<file path="src/rtl/alu_res_buffer_if.sv">
// rtl/alu_res_buffer_if.sv - upstream/downstream handshake bundle for alu_res_buffer
interface alu_res_buffer_if #(
  parameter int ancho = 4
);
  logic             in_valid;
  logic             in_ready;
  logic [ancho-1:0] aluresult;
  logic             aluflagin;
  logic             out_valid;
  logic             out_ready;
  logic [ancho-1:0] out_result;
  logic             out_src;
  logic             out_z;
  logic             out_n;
  logic             out_u;

  modport master (
    output in_valid, aluresult, aluflagin, out_ready,
    input  in_ready, out_valid, out_result, out_src, out_z, out_n, out_u
  );

  modport slave (
    input  in_valid, aluresult, aluflagin, out_ready,
    output in_ready, out_valid, out_result, out_src, out_z, out_n, out_u
  );
endinterface

</file>
<file path="src/rtl/alu_res_buffer.sv">
// rtl/alu_res_buffer.sv - two-entry result FIFO capturing z/n/u flags at push
// Optional sticky zero indicator enabled by defining ALU_RES_STICKY_EN.
module alu_res_buffer #(
  parameter int ancho = 4
) (
  input  logic             clk,
  input  logic             rst_n,
  alu_res_buffer_if.slave  bus,
  output logic [1:0]       count,
  input  logic             sticky_clr,
  output logic             sticky_z
);

  typedef struct packed {
    logic [ancho-1:0] result;
    logic             src;
    logic             z;
    logic             n;
    logic             u;
  } entry_t;

  entry_t mem [2];
  entry_t in_entry;
  entry_t head;
  logic   wptr;
  logic   rptr;
  logic   alive;
  logic   push;
  logic   pop;

  always_comb begin
    in_entry        = '0;
    in_entry.result = bus.aluresult;
    in_entry.src    = bus.aluflagin;
    in_entry.z      = (bus.aluresult == '0);
    in_entry.n      = bus.aluresult[ancho-1];
    in_entry.u      = &bus.aluresult;
  end

  // alive keeps in_ready low through reset and raises it on the first edge after release
  assign bus.in_ready  = alive && (count != 2'd2);
  assign bus.out_valid = (count != 2'd0);
  assign push          = bus.in_valid && bus.in_ready;
  assign pop           = bus.out_valid && bus.out_ready;

  always_ff @(posedge clk or negedge rst_n) begin
    if (!rst_n) begin
      mem[0] <= '0;
      mem[1] <= '0;
      wptr   <= 1'b0;
      rptr   <= 1'b0;
      count  <= 2'd0;
      alive  <= 1'b0;
    end else begin
      alive <= 1'b1;
      if (push) begin
        mem[wptr] <= in_entry;
        wptr      <= ~wptr;
      end
      if (pop) begin
        rptr <= ~rptr;
      end
      case ({push, pop})
        2'b10:   count <= count + 2'd1;
        2'b01:   count <= count - 2'd1;
        default: count <= count;
      endcase
    end
  end

  // stale slots stay hidden: outputs are zero whenever the FIFO is empty
  assign head = bus.out_valid ? mem[rptr] : '0;

  assign bus.out_result = head.result;
  assign bus.out_src    = head.src;
  assign bus.out_z      = head.z;
  assign bus.out_n      = head.n;
  assign bus.out_u      = head.u;

`ifdef ALU_RES_STICKY_EN
  always_ff @(posedge clk or negedge rst_n) begin
    if (!rst_n) begin
      sticky_z <= 1'b0;
    end else if (push && in_entry.z) begin
      sticky_z <= 1'b1;
    end else if (sticky_clr) begin
      sticky_z <= 1'b0;
    end
  end
`else
  logic unused_sticky_clr;
  assign unused_sticky_clr = sticky_clr;
  assign sticky_z          = 1'b0;
`endif

endmodule

</file>
<file path="src/flat_wrapper.sv">
// flat-port wrapper written by rule: the top's interface ports become plain ports
module alu_res_buffer_flat 
#(
  parameter int ancho = 4
)
  (clk, rst_n, count, sticky_clr, sticky_z, bus_in_valid, bus_aluresult, bus_aluflagin, bus_out_ready, bus_in_ready, bus_out_valid, bus_out_result, bus_out_src, bus_out_z, bus_out_n, bus_out_u);
  alu_res_buffer_if #(.ancho(ancho)) bus_i ();
  input  logic clk;
  input  logic rst_n;
  output logic [1:0] count;
  input  logic sticky_clr;
  output logic sticky_z;
  input wire logic [$bits(bus_i.in_valid)-1:0] bus_in_valid;
  input wire logic [$bits(bus_i.aluresult)-1:0] bus_aluresult;
  input wire logic [$bits(bus_i.aluflagin)-1:0] bus_aluflagin;
  input wire logic [$bits(bus_i.out_ready)-1:0] bus_out_ready;
  output wire logic [$bits(bus_i.in_ready)-1:0] bus_in_ready;
  output wire logic [$bits(bus_i.out_valid)-1:0] bus_out_valid;
  output wire logic [$bits(bus_i.out_result)-1:0] bus_out_result;
  output wire logic [$bits(bus_i.out_src)-1:0] bus_out_src;
  output wire logic [$bits(bus_i.out_z)-1:0] bus_out_z;
  output wire logic [$bits(bus_i.out_n)-1:0] bus_out_n;
  output wire logic [$bits(bus_i.out_u)-1:0] bus_out_u;
  assign bus_i.in_valid = bus_in_valid;
  assign bus_i.aluresult = bus_aluresult;
  assign bus_i.aluflagin = bus_aluflagin;
  assign bus_i.out_ready = bus_out_ready;
  assign bus_in_ready = bus_i.in_ready;
  assign bus_out_valid = bus_i.out_valid;
  assign bus_out_result = bus_i.out_result;
  assign bus_out_src = bus_i.out_src;
  assign bus_out_z = bus_i.out_z;
  assign bus_out_n = bus_i.out_n;
  assign bus_out_u = bus_i.out_u;
  alu_res_buffer #(.ancho(ancho)) u_core (.clk(clk), .rst_n(rst_n), .bus(bus_i), .count(count), .sticky_clr(sticky_clr), .sticky_z(sticky_z));
endmodule
</file>
<file path="config.mk">
export PLATFORM = sky130hd
export DESIGN_NAME = alu_res_buffer_flat
export DESIGN_NICKNAME = d
export VERILOG_FILES = /design/src/rtl/alu_res_buffer_if.sv /design/src/rtl/alu_res_buffer.sv /design/src/flat_wrapper.sv
export SDC_FILE = /design/constraint.sdc
export NUM_CORES = 1
export LEC_CHECK = 0
export CORE_MARGIN = 4
export CORE_UTILIZATION = 45
export DETAILED_ROUTE_END_ITERATION = 7
export PLACE_DENSITY = 0.72
export SYNTH_ARGS = -nofsm -noshare
export SYNTH_HDL_FRONTEND = slang
export SYNTH_SLANG_ARGS = --single-unit
</file>
<file path="constraint.sdc">
create_clock -name clk -period 2.1 [get_ports clk]
set_clock_uncertainty 0.05 [all_clocks]
set_input_delay 0.42 -clock clk [delete_from_list [all_inputs] [get_ports clk]]
set_output_delay 0.42 -clock clk [all_outputs]
set_load 0.005 [all_outputs]
</file>
==> flow_metrics.py <==
metrics = {
    "clocking": {
        "clock_tree.buffer_depth": 2,
        "cts_tree": "done",
        "cts-htree-levels": 1,
        "cts_buffers": 3,
        "clock_latency_ps": 280,
        "holdBufCountCts": 0,
        "tritoncts_num_sinks": 19,
        "cts.clk_slew.worst_paths_ps": 110,
        "cts_root_buf": "sky130_fd_sc_hd__clkbuf_4",
    },
    "yosys": {
        "yosysTopAreaCellShare_pct": 52.6,
        "yosys-top-cells-area": "sky130_fd_sc_hd__dfrtp_1 53%, sky130_fd_sc_hd__mux2_2 17%, sky130_fd_sc_hd__mux2i_1 7.7%",
        "post_synth.cell_area_avg_sq_um": 12.9,
        "ys_seq_elements": 19,
        "mappedNetlistNets": 81,
        "synthesis.yosys.warnings": 0,
        "synth.distinct_cells": 20,
        "ys_seq_area_share_pct": 52.6,
        "synth_top_area_cell": "sky130_fd_sc_hd__dfrtp_1",
        "synth-async-reset-ratio_pct": 100,
        "synth_edf_count": 0,
        "synth_area_sq_um": 905,
        "synth_common_cells": "19 x sky130_fd_sc_hd__dfrtp_1, 14 x sky130_fd_sc_hd__mux2_2, 9 x sky130_fd_sc_hd__nor2_1",
        "synth_cells": 70,
        "yosysMostFrequentCell": "sky130_fd_sc_hd__dfrtp_1",
        "synth_ff_type": "sky130_fd_sc_hd__dfrtp_1",
    },
    "routing": {
        "drc": 0,
        "totalWireLength_microns": 1640,
        "vias": 605,
        "dr.pass1.iters": 3,
        "iteration_0_drc_markers": 3,
        "ant_nets": 0,
        "routed_wire_length_per_instance_microns": 13.3,
        "avgViaCountPerCell": 4.92,
    },
    "placed_design": {
        "place.port_buffers": 20,
        "gp_congestion": 0.664,
        "dp_hpwl_microns": 1230,
    },
    "worst_hold_path": {
        "holdCritPathClass": "input port to asynchronous set/reset pin",
    },
    "global_route": {
        "globalRouteOverflowTotal": 0,
        "top_usage_layer": "met2",
        "wire_length_of_the_first_global_routing_pass_microns": 2900,
        "grt_max_degree": 20,
        "grt_use_total_pct": 14.7,
        "vias_in_the_first_global_route": 614,
        "met3_usage_pct": 2.56,
        "initial_antenna_violation_count": 0,
        "use_met1_pct": 20.3,
        "grtUsageMet2_pct": 22.3,
    },
    "worst_setup_path": {
        "cp_max_fanout": 6,
        "timing.setup.critical_path_class": "register to output pin",
        "timing.critical_path.from_type": "register",
        "worst-endpoint-required_ps": 1630,
        "cpMaxStageDelayCell": "sky130_fd_sc_hd__clkdlybuf4s50_1",
        "cp-end-kind": "output pin",
        "cp.arrival_ps": 1520,
        "critical_path.cell_chain": "mux2i_1, nor2_1, clkdlybuf4s50_1",
        "max_stage_delay_ps": 510,
    },
    "power": {
        "ir_drop_mv": 0.765,
        "fin_total_pwr_uw": 1690,
        "power_per_cell_area_nw_per_um2": 1390,
        "power_leakage_uw": 0.000630,
    },
    "floorplanning": {
        "design.portCount": 23,
        "fp.dieH_microns": 52.8,
        "chipWidth_microns": 52.8,
        "fp-row-count": 15,
        "floorplan.initialDensity_pct": 49.7,
        "die_area_sq_um": 2790,
        "placeableCoreArea_sq_um": 1820,
    },
    "finish": {
        "fin_nets": 110,
        "final_layout_size_suffix_gt1_share_pct": 29.6,
        "fin_util_pct": 66.9,
        "antenna_diodes": 0,
        "synthToLayoutAreaGrowth_pct": 34.7,
    },
    "sta": {
        "fmax_ghz": 0.503,
        "number_of_slew_limit_violations_in_the_final_report": 0,
        "setup_viol": 0,
        "crit_share_post_route_pct": 94.8,
        "number_of_endpoints_with_negative_hold_slack_in_the_final_report": 0,
        "finalCriticalPeriod_ps": 1990,
    },
    "run": {
        "maxCapViolations": 0,
    },
    "status": {
        "run_status": "finished, final reports clean",
    },
}
==> final timing paths <==
| check | startpoint | end | slack [ps] | cells after the start |
|---|---|---|---|---|
| worst max-delay path | u_core.rptr | bus_out_result[3] | 110 | 3 |
| worst min-delay path | rst_n | u_core.mem[6] | 390 | 2 |
| worst max register to register | u_core.count[0] | u_core.mem[9] | 490 | 4 |
| worst min register to register | u_core.mem[11] | u_core.mem[11] | 460 | 1 |
| max in group asynchronous | rst_n | u_core.rptr | 1390 | 2 |
| min in group clk | u_core.mem[11] | u_core.mem[11] | 460 | 1 |
==> logic make-up after synthesis <==
| kind of cell | share of synthesized area, % |
|---|---|
| and+or+nand+nor | 11.3 |
| muxes | 25.2 |
| buffers and inverters | 3.87 |
| DFF | 52.6 |
| xor gates and xnor gates | 4.84 |
| adders and majority gates | 1.38 |
| other | 0.830 |
==> through the flow <==
stage	cell area, sq um	setup WS [ps]	TNS [ps]	hold WS, ps	std cells
finish	1220	110	0	393	123
global route	1220	-14.0	-14.0	388	123
CTS	1160	6.09	0	398	118
detailed placement	1130	97.6	0	445	114
global placement	1130	133	0	438	114
floorplan	905	473	0	74.4	70
==> layout make-up <==
cell class / instances / area [sq um]
fill: 157 / 602
tap: 25 / 31.3
clock buffer: 4 / 26.3
timing repair buffer: 28 / 279
multi-input combinational: 46 / 402
sequential: 19 / 477
inverter: 1 / 3.75
==> power by group <==
| group | switching (uW) | total (uW) | internal [uW] |
|---|---|---|---|
| registers | 111 | 637 | 526 |
| logic | 307 | 872 | 565 |
| clock network | 107 | 181 | 73.8 |
==> flip-flops by register name, summed over array words and instances, names as in the netlist <==
register      count
u_core.alive      1
u_core.wptr       1
u_core.mem       14
u_core.rptr       1
u_core.count      2
==> layout by cell type (no fill, tap or decap), types with 2 or more instances in the layout <==
cell type | netlist | final
sky130_fd_sc_hd__buf_4 | 2 | 7
sky130_fd_sc_hd__clkbuf_4 | 0 | 3
sky130_fd_sc_hd__clkdlybuf4s50_1 | 0 | 14
sky130_fd_sc_hd__conb_1 | 2 | 2
sky130_fd_sc_hd__dfrtp_1 | 19 | 18
sky130_fd_sc_hd__dlymetal6s2s_1 | 0 | 6
sky130_fd_sc_hd__mux2_2 | 14 | 14
sky130_fd_sc_hd__mux2i_1 | 7 | 7
sky130_fd_sc_hd__nor2_1 | 9 | 8
sky130_fd_sc_hd__xnor2_1 | 3 | 3
sky130_fd_sc_hd__xor2_1 | 2 | 2
==> repair_timing <==
| item | 4_1_cts | 5_1_grt |
|---|---|---|
| resized for setup | 3 | 7 |
| pin swaps | 0 | 2 |
| endpoints found under the setup margin | 9 | 9 |
| buffers inserted | 0 | 5 |
| cloned | 0 | 0 |
==> critical path: cells and delay by family, from the launching register on <==
family | cells | cell delay [ps]
buf+inv | 1 | 510
mux | 1 | 130
simple gates | 1 | 110
flops | 1 | 470
==> metal layers <==
layer | part of all wire, % | routed length, microns
met5 | 0 | 0
met4 | 1.6 | 27
met3 | 5.1 | 83
met2 | 51 | 839
met1 | 42 | 687
(Power assumes the default switching activity.)
